### src/rtl/serial_frame_deser_pkg.sv
// Shared definitions for the serial frame receiver and its future serializer
// counterpart: FSM state encodings, line-level constants, sizing helper.
package serial_frame_deser_pkg;

    typedef enum logic [1:0] {
        ST_IDLE   = 2'd0,
        ST_DATA   = 2'd1,
        ST_PARITY = 2'd2,
        ST_STOP   = 2'd3
    } state_e;

    // Level the line rests at between frames, also the required stop level.
    localparam logic LINE_IDLE = 1'b1;
    // Level that opens a frame.
    localparam logic START_BIT = 1'b0;

    // Width of the data-bit counter: enough to hold n-1, never less than 1.
    function automatic int unsigned cnt_width(input int unsigned n);
        return (n <= 1) ? 1 : int'($clog2(n));
    endfunction

endpackage

### src/rtl/serial_frame_deser_word_hold_reg.sv
// One-entry valid/ready holding register. A completed frame is loaded when the
// slot is empty or being drained this same edge; otherwise the frame is dropped
// and a one-cycle overrun pulse is raised.
module word_hold_reg #(
    parameter int unsigned DATA_W = 8
) (
    input  logic              clk,
    input  logic              reset,
    input  logic              load,
    input  logic [DATA_W-1:0] load_data,
    input  logic              load_err,
    input  logic              ready,
    output logic [DATA_W-1:0] data,
    output logic              valid,
    output logic              err,
    output logic              overrun
);

    logic [DATA_W-1:0] data_q, data_d;
    logic              valid_q, valid_d;
    logic              err_q, err_d;
    logic              overrun_q, overrun_d;
    logic              slot_free;

    assign slot_free = !valid_q || ready;

    // Next-state: drain on handshake, then let a new word overwrite the slot
    // on the same edge so back-to-back words keep valid high without a bubble.
    always_comb begin
        data_d    = data_q;
        err_d     = err_q;
        valid_d   = valid_q;
        overrun_d = 1'b0;
        if (valid_q && ready) begin
            valid_d = 1'b0;
        end
        if (load) begin
            if (slot_free) begin
                data_d  = load_data;
                err_d   = load_err;
                valid_d = 1'b1;
            end else begin
                overrun_d = 1'b1;
            end
        end
    end

    // Holding register state, cleared asynchronously.
    always_ff @(posedge clk or posedge reset) begin
        if (reset) begin
            data_q    <= '0;
            valid_q   <= 1'b0;
            err_q     <= 1'b0;
            overrun_q <= 1'b0;
        end else begin
            data_q    <= data_d;
            valid_q   <= valid_d;
            err_q     <= err_d;
            overrun_q <= overrun_d;
        end
    end

    assign data    = data_q;
    assign valid   = valid_q;
    assign err     = err_q;
    assign overrun = overrun_q;

endmodule

### src/rtl/serial_frame_deser.sv
// Serial frame receiver: start bit, DATA_W data bits LSB first, optional even
// parity, stop bit. Finished words (good or bad) go to a one-entry holding
// register with a valid/ready port.
module serial_frame_deser
    import serial_frame_deser_pkg::*;
#(
    parameter int unsigned DATA_W    = 8,
    parameter bit          PARITY_EN = 1'b1
) (
    input  logic              clk,
    input  logic              reset,
    input  logic              in,
    input  logic              ready,
    output logic [DATA_W-1:0] data,
    output logic              valid,
    output logic              err,
    output logic              overrun,
    output logic              busy
);

    localparam int unsigned     CNT_W    = cnt_width(DATA_W);
    localparam logic [CNT_W-1:0] CNT_LAST = CNT_W'(DATA_W - 1);

    state_e            state_q, state_d;
    logic [CNT_W-1:0]  cnt_q, cnt_d;
    logic [DATA_W-1:0] shreg_q, shreg_d;
    logic              perr_q, perr_d;
    logic [DATA_W-1:0] shreg_shift;
    logic              deliver;
    logic              word_err;

    // Frame sequencing: next state, shift register, counter and parity flag.
    always_comb begin
        state_d     = state_q;
        cnt_d       = cnt_q;
        shreg_d     = shreg_q;
        perr_d      = perr_q;
        deliver     = 1'b0;
        word_err    = perr_q;
        // Right shift with the new bit entering at the MSB; written this way
        // so it also holds for a one-bit word.
        shreg_shift = shreg_q >> 1;
        shreg_shift[DATA_W-1] = in;
        case (state_q)
            ST_IDLE: begin
                if (in == START_BIT) begin
                    state_d = ST_DATA;
                    cnt_d   = '0;
                    perr_d  = 1'b0;
                end
            end
            ST_DATA: begin
                shreg_d = shreg_shift;
                cnt_d   = cnt_q + 1'b1;
                if (cnt_q == CNT_LAST) begin
                    state_d = PARITY_EN ? ST_PARITY : ST_STOP;
                end
            end
            ST_PARITY: begin
                perr_d  = PARITY_EN ? ((^shreg_q) ^ in) : 1'b0;
                state_d = ST_STOP;
            end
            ST_STOP: begin
                // A low stop bit only flags the word; it never opens a frame.
                deliver  = 1'b1;
                word_err = perr_q | (in != LINE_IDLE);
                state_d  = ST_IDLE;
            end
            default: state_d = ST_IDLE;
        endcase
    end

    // Receiver state registers, cleared asynchronously.
    always_ff @(posedge clk or posedge reset) begin
        if (reset) begin
            state_q <= ST_IDLE;
            cnt_q   <= '0;
            shreg_q <= '0;
            perr_q  <= 1'b0;
        end else begin
            state_q <= state_d;
            cnt_q   <= cnt_d;
            shreg_q <= shreg_d;
            perr_q  <= perr_d;
        end
    end

    assign busy = (state_q != ST_IDLE);

    word_hold_reg #(
        .DATA_W(DATA_W)
    ) u_hold (
        .clk      (clk),
        .reset    (reset),
        .load     (deliver),
        .load_data(shreg_q),
        .load_err (word_err),
        .ready    (ready),
        .data     (data),
        .valid    (valid),
        .err      (err),
        .overrun  (overrun)
    );

endmodule
### config.mk
export PLATFORM = sky130hd
export DESIGN_NAME = serial_frame_deser
export DESIGN_NICKNAME = d
export VERILOG_FILES = /design/src/rtl/serial_frame_deser_pkg.sv /design/src/rtl/serial_frame_deser_word_hold_reg.sv /design/src/rtl/serial_frame_deser.sv
export SDC_FILE = /design/constraint.sdc
export NUM_CORES = 1
export LEC_CHECK = 0
export CAP_MARGIN = 20
export CORE_MARGIN = 1.5
export CORE_UTILIZATION = 52
export DETAILED_ROUTE_END_ITERATION = 7
export PLACE_DENSITY = 0.86
export SLEW_MARGIN = 20
export SYNTH_ARGS = -nofsm -noshare
export SYNTH_HDL_FRONTEND = slang
export SYNTH_SLANG_ARGS = --single-unit
### constraint.sdc
create_clock -name clk -period 1.85 [get_ports clk]
set_input_delay 0.37 -clock clk [delete_from_list [all_inputs] [get_ports clk]]
set_output_delay 0.37 -clock clk [all_outputs]
set_load 0.01 [all_outputs]
=== Word level (Yosys, flattened, before mapping) ===
Cells that the tools add are included.

* Add/subtract/negate cells: 1
* Equality and inequality tests: 6
* Mux-type cells: 14
* Bitwise gates (word level): 3
* Reduce and logical (&&, ||, !) cells: 12

{| class="wikitable"
|+ Operator list
! kind !! number
|-
| $mux 1 || 8
|-
| $pmux 2 s4 || 1
|-
| $reduce_and 2->1 || 4
|-
| $reduce_xor 8->1 || 1
|-
| $pmux 3 s2 || 1
|-
| $reduce_bool 2->1 || 3
|-
| $eq 2x2->1 const B || 2
|-
| $mux 2 || 2
|-
| $ne 2x2->1 const B || 2
|-
| $add 3x1->3 const B || 1
|-
| $eq 3x3->1 const B || 1
|-
| $mux 3 || 1
|-
| $eq 2x1->1 const B || 1
|-
| $logic_not 2->1 || 1
|-
| $pmux 1 s2 || 1
|-
| $logic_and 1x1->1 || 1
|-
| $logic_not 1->1 || 1
|-
| $logic_or 1x1->1 || 1
|-
| $not 1->1 || 1
|-
| $or 1x1->1 || 1
|-
| $xor 1x1->1 || 1
|}

* Bits in registers: 25
* Input bits: 4
* Output and inout port bits: 12
* Word-level logic and storage cells: 44

=== Longest topological paths before layout ===
* Word-level depth: 4
* Depth in mapped cells: 6
* Depth with buffers taken out: 6

=== By module ===
From an unflattened synthesis, not the netlist that was laid out.

* Cells, all modules: 82
* Area total of the unflattened synthesis: 1124.8 um^2

{| class="wikitable"
|+ Modules (own cells, without submodules)
! module !! times used !! cells each !! area an instance (um^2)
|-
| serial_frame_deser || 1 || 56 || 708.2
|-
| word_hold_reg || 1 || 26 || 416.6
|}

=== Worst setup path after synthesis ===
Ideal clock, no wire load.

* Path type: register to register
* Start: register state_q[1]
* End: register shreg_q[0]
* Setup time: 125 ps
* Data arrival time: 1320 ps
* Required time: 1725 ps
* Setup slack: 405 ps
* Cell stages (with the launch flop): 5
* Cell sequence: dfrtp_1 -> inv_1 -> ha_1 -> buf_1 -> mux2_2

* Cells in the longest elaborated chain, start to end: 1

{| class="wikitable"
|+ Ends and longest elaborated chain
! item !! line !! source
|-
| start: declaration || serial_frame_deser.sv:24 || <nowiki>state_e state_q, state_d;</nowiki>
|-
| start signal: assignment || serial_frame_deser.sv:81 || <nowiki>state_q <= state_d;</nowiki>
|-
| $eq 2x1->1 || serial_frame_deser.sv:44 || <nowiki>case (state_q)</nowiki>
|-
| end signal: assignment || serial_frame_deser.sv:83 || <nowiki>shreg_q <= shreg_d;</nowiki>
|-
| end: declaration || serial_frame_deser.sv:26 || <nowiki>logic [DATA_W-1:0] shreg_q, shreg_d;</nowiki>
|}

No other way between the ends.
A chain may end at the register's enable or synchronous reset.

=== Final worst setup path ===
* Start: register state_q[0]
* End: output busy

* Cells in the longest elaborated chain, start to end: 1

{| class="wikitable"
|+ Ends and longest elaborated chain
! item !! line !! source
|-
| $reduce_bool 2->1 || serial_frame_deser.sv:88 || <nowiki>assign busy = (state_q != ST_IDLE);</nowiki>
|-
| end: declaration || serial_frame_deser.sv:18 || <nowiki>output logic busy</nowiki>
|}

No other way between the ends.

==> impl_metrics.yaml <==
clock_network:
  cts_sinks: 25
  cts_tree: "built"
  cts-htree-levels: 1
  path_clk_slew_ns: 0.13
  cts_buffers: 3
  clock_path_buffers: 2
  cts_root_buf: "clkbuf_4"
  clock_latency_ns: 0.31
  hold_buffers: 0
final_layout:
  area_growth_pct: 24.0
  diodes: 0
  drive_gt1_frac: 0.268
  final_nets: 123
  stdcell_area_um2: 1410
  fillerInstances: 155
setup_path:
  r2r_slack_ns: 0.22
  path_class: "reg2out"
  slowest_stage: "dfrtp_1"
  timing.rr.start: "shreg_q[5]$_DFFE_PP0P_"
  critPathBufInv: 3
  critical_path.cell_chain: "inv_1, ha_1, inv_1, dlygate4sd2_1"
  crit_family: "flip-flops"
  critPathMaxFanout: 2
  crit_top_cell: "inv_1"
  worstReg2RegEnd: "perr_q$_DFFE_PP0P_"
  reg2reg_depth: 4
  start_kind: "flip-flop"
  arrival_ns: 1.32
  cp-end-kind: "output pin"
  crit_required_ns: 1.48
  max_stage_delay_ns: 0.43
floorplan:
  core_um2: 2000
  row_count: 16
  die_h_um: 49.8
  ios: 16
  floorplan.initialDensity: 0.568
  die_w_um: 49.8
  die-area_um2: 2480
job:
  max_cap_violations: 0
detailed_routing:
  drt_iter0_drc: 15
  vias: 708
  dr.pass1.iters: 4
  wirelength_um: 2040
  drc_errors: 0
  postRouteAntennaNets: 0
  wire_per_inst_um: 14.7
  avgViaCountPerCell: 5.09
power_and_ir_drop:
  leakage_uw: 0.000666
  vdd_ir_drop_max_mv: 1.23
  power_density_nw_per_um2: 1980
  finalPower_uw: 2800
synthesis:
  yosys.area.top_type: "dfrtp_1"
  ys_seq_area_frac: 0.550
  syn_inst: 85
  synth-seq-cells: 25
  synth_nets: 95
  synth.distinct_cells: 20
  synthTopCellsByArea: "dfrtp_1 (55%), mux2_2 (17%), ha_1 (6.6%)"
  synth_warnings: 0
  netlist_area_um2: 1140
  syn_avg_cell_area_um2: 13.4
  synth.top_cell.area_share: 0.550
timing:
  tightestPinTransition_ns: 0.386
  slew_headroom: 0.742
  finalHoldViolCount: 0
  slew_viol_final: 0
  timing.fmax_mhz: 593
  rsz0062_at_grt: "no"
  setup_viol: 0
  clock_skew_ns: 0.00390
  holdWs_ns: 0.383
  setup_ws_ns: 0.163
  finalCritPeriodShare: 0.912
  min_period_ns: 1.69
status:
  status: "completed"
grt:
  grt_max_degree: 26
  overflow: 0
  antenna_found_initial: 0
  grt.total_usage: 0.199
  grt_pass1_wl_um: 3580
  first_global_vias: 741
placement:
  portBuffers: 15
  dp.final_hpwl_um: 1520
  routabilityCongestion: 0.727
  placed_cell_area_um2: 1370
  post-place-ws_ns: -0.110
min_path:
  worstHoldPathType: "in2async"
## metal layers
metal / global-route usage / part of all wire / up-vias
met1: 0.248 / 0.45 / 347
met4: 0.0694 / 0.0059 / 0
met5: 0 / 0 / -
met3: 0.0303 / 0.028 / 2
met2: 0.349 / 0.52 / 13
li1: - / - / 346
## cell type report
type                       count  area (µm²)  area share
timing repair buffer          24         216       0.154
multi-input combinational     52         482       0.342
clock buffer                   4        26.3      0.0186
tap                           27        33.8      0.0240
inverter                       7        26.3      0.0186
sequential                    25         626       0.444
## stage by stage
step                       util  cells  TNS, ns
after global placement    0.684    133        0
after CTS                 0.704    139        0
after floorplan               -     85        0
after global routing      0.704    139        0
after detailed placement  0.684    133   -0.110
final                     0.704    139        0
## placed cells by master (no fill, tap or decap), types with 2 or more instances in the layout
master,n
dfrtp_1,25
mux2_2,17
clkdlybuf4s50_1,14
buf_4,9
inv_1,7
nand2_1,6
ha_1,6
o21ai_0,4
nor2_1,3
xnor2_1,3
clkbuf_4,3
a32o_1,2
nor2b_1,2
## state kept, by name, summed over array words and instances (netlist names)
name            cells
u_hold.valid        1
u_hold.data         8
shreg_q             8
u_hold.err          1
u_hold.overrun      1
state_q             2
perr_q              1
cnt_q               3
## where the power goes
group / switching (µW) / total, µW / leakage (µW) / internal [µW]
clock network: 157 / 241 / 0.0000150 / 84.2
registers: 190 / 1000 / 0.000307 / 811
logic: 631 / 1550 / 0.000344 / 924
total: 977 / 2800 / 0.000666 / 1820
## cells in the mapped netlist
cell type / count
buf_1: 1
nor3b_1: 1
nor2b_1: 2
o32a_1: 1
nor2_1: 3
o311ai_1: 1
xnor3_2: 1
nor3_1: 1
nand2b_1: 1
ha_1: 6
mux2i_1: 1
mux2_2: 17
xnor2_1: 3
inv_1: 7
xor2_1: 1
nand2_1: 6
xnor3_1: 1
a32o_1: 2
dfrtp_1: 25
o21ai_0: 4
## repair_timing
action	4_1_cts	5_1_grt
setup endpoints to repair	1	0
gates resized for setup	1	0
buffers inserted	2	0
## worst max path at each step
stage	from	to	slack (ns)	depth (start not counted)
3_5_place_dp	in	perr_q$_DFFE_PP0P_	-0.11	5
5_1_grt	state_q[0]$_DFFE_PP0P_	busy	0.09	4
4_1_cts	state_q[0]$_DFFE_PP0P_	busy	0.16	4
3_3_place_gp	in	perr_q$_DFFE_PP0P_	0.03	5
6_report	state_q[0]$_DFFE_PP0P_	busy	0.16	4
2_1_floorplan	state_q[1]$_DFFE_PP0P_	shreg_q[0]$_DFFE_PP0P_	0.40	4
## cells by family (layout without fill, tap and decap cells)
logic type                 count (synthesis)  in the layout  synth area share
xor gates and xnor gates                   6              6            0.0715
and+or+nand+nor                           14             14            0.0572
DFF                                       25             25             0.550
muxes                                     18             18             0.177
adders and majority gates                  6              6            0.0660
buffers and inverters                      8             35            0.0264
AOI/OAI and AO/OA                          8              8            0.0517
## worst min-delay path, delay by kind of cell
family	cells	cell delay (ns)
buf+inv	3	0.74
Power figures use the tool's default switching activity.
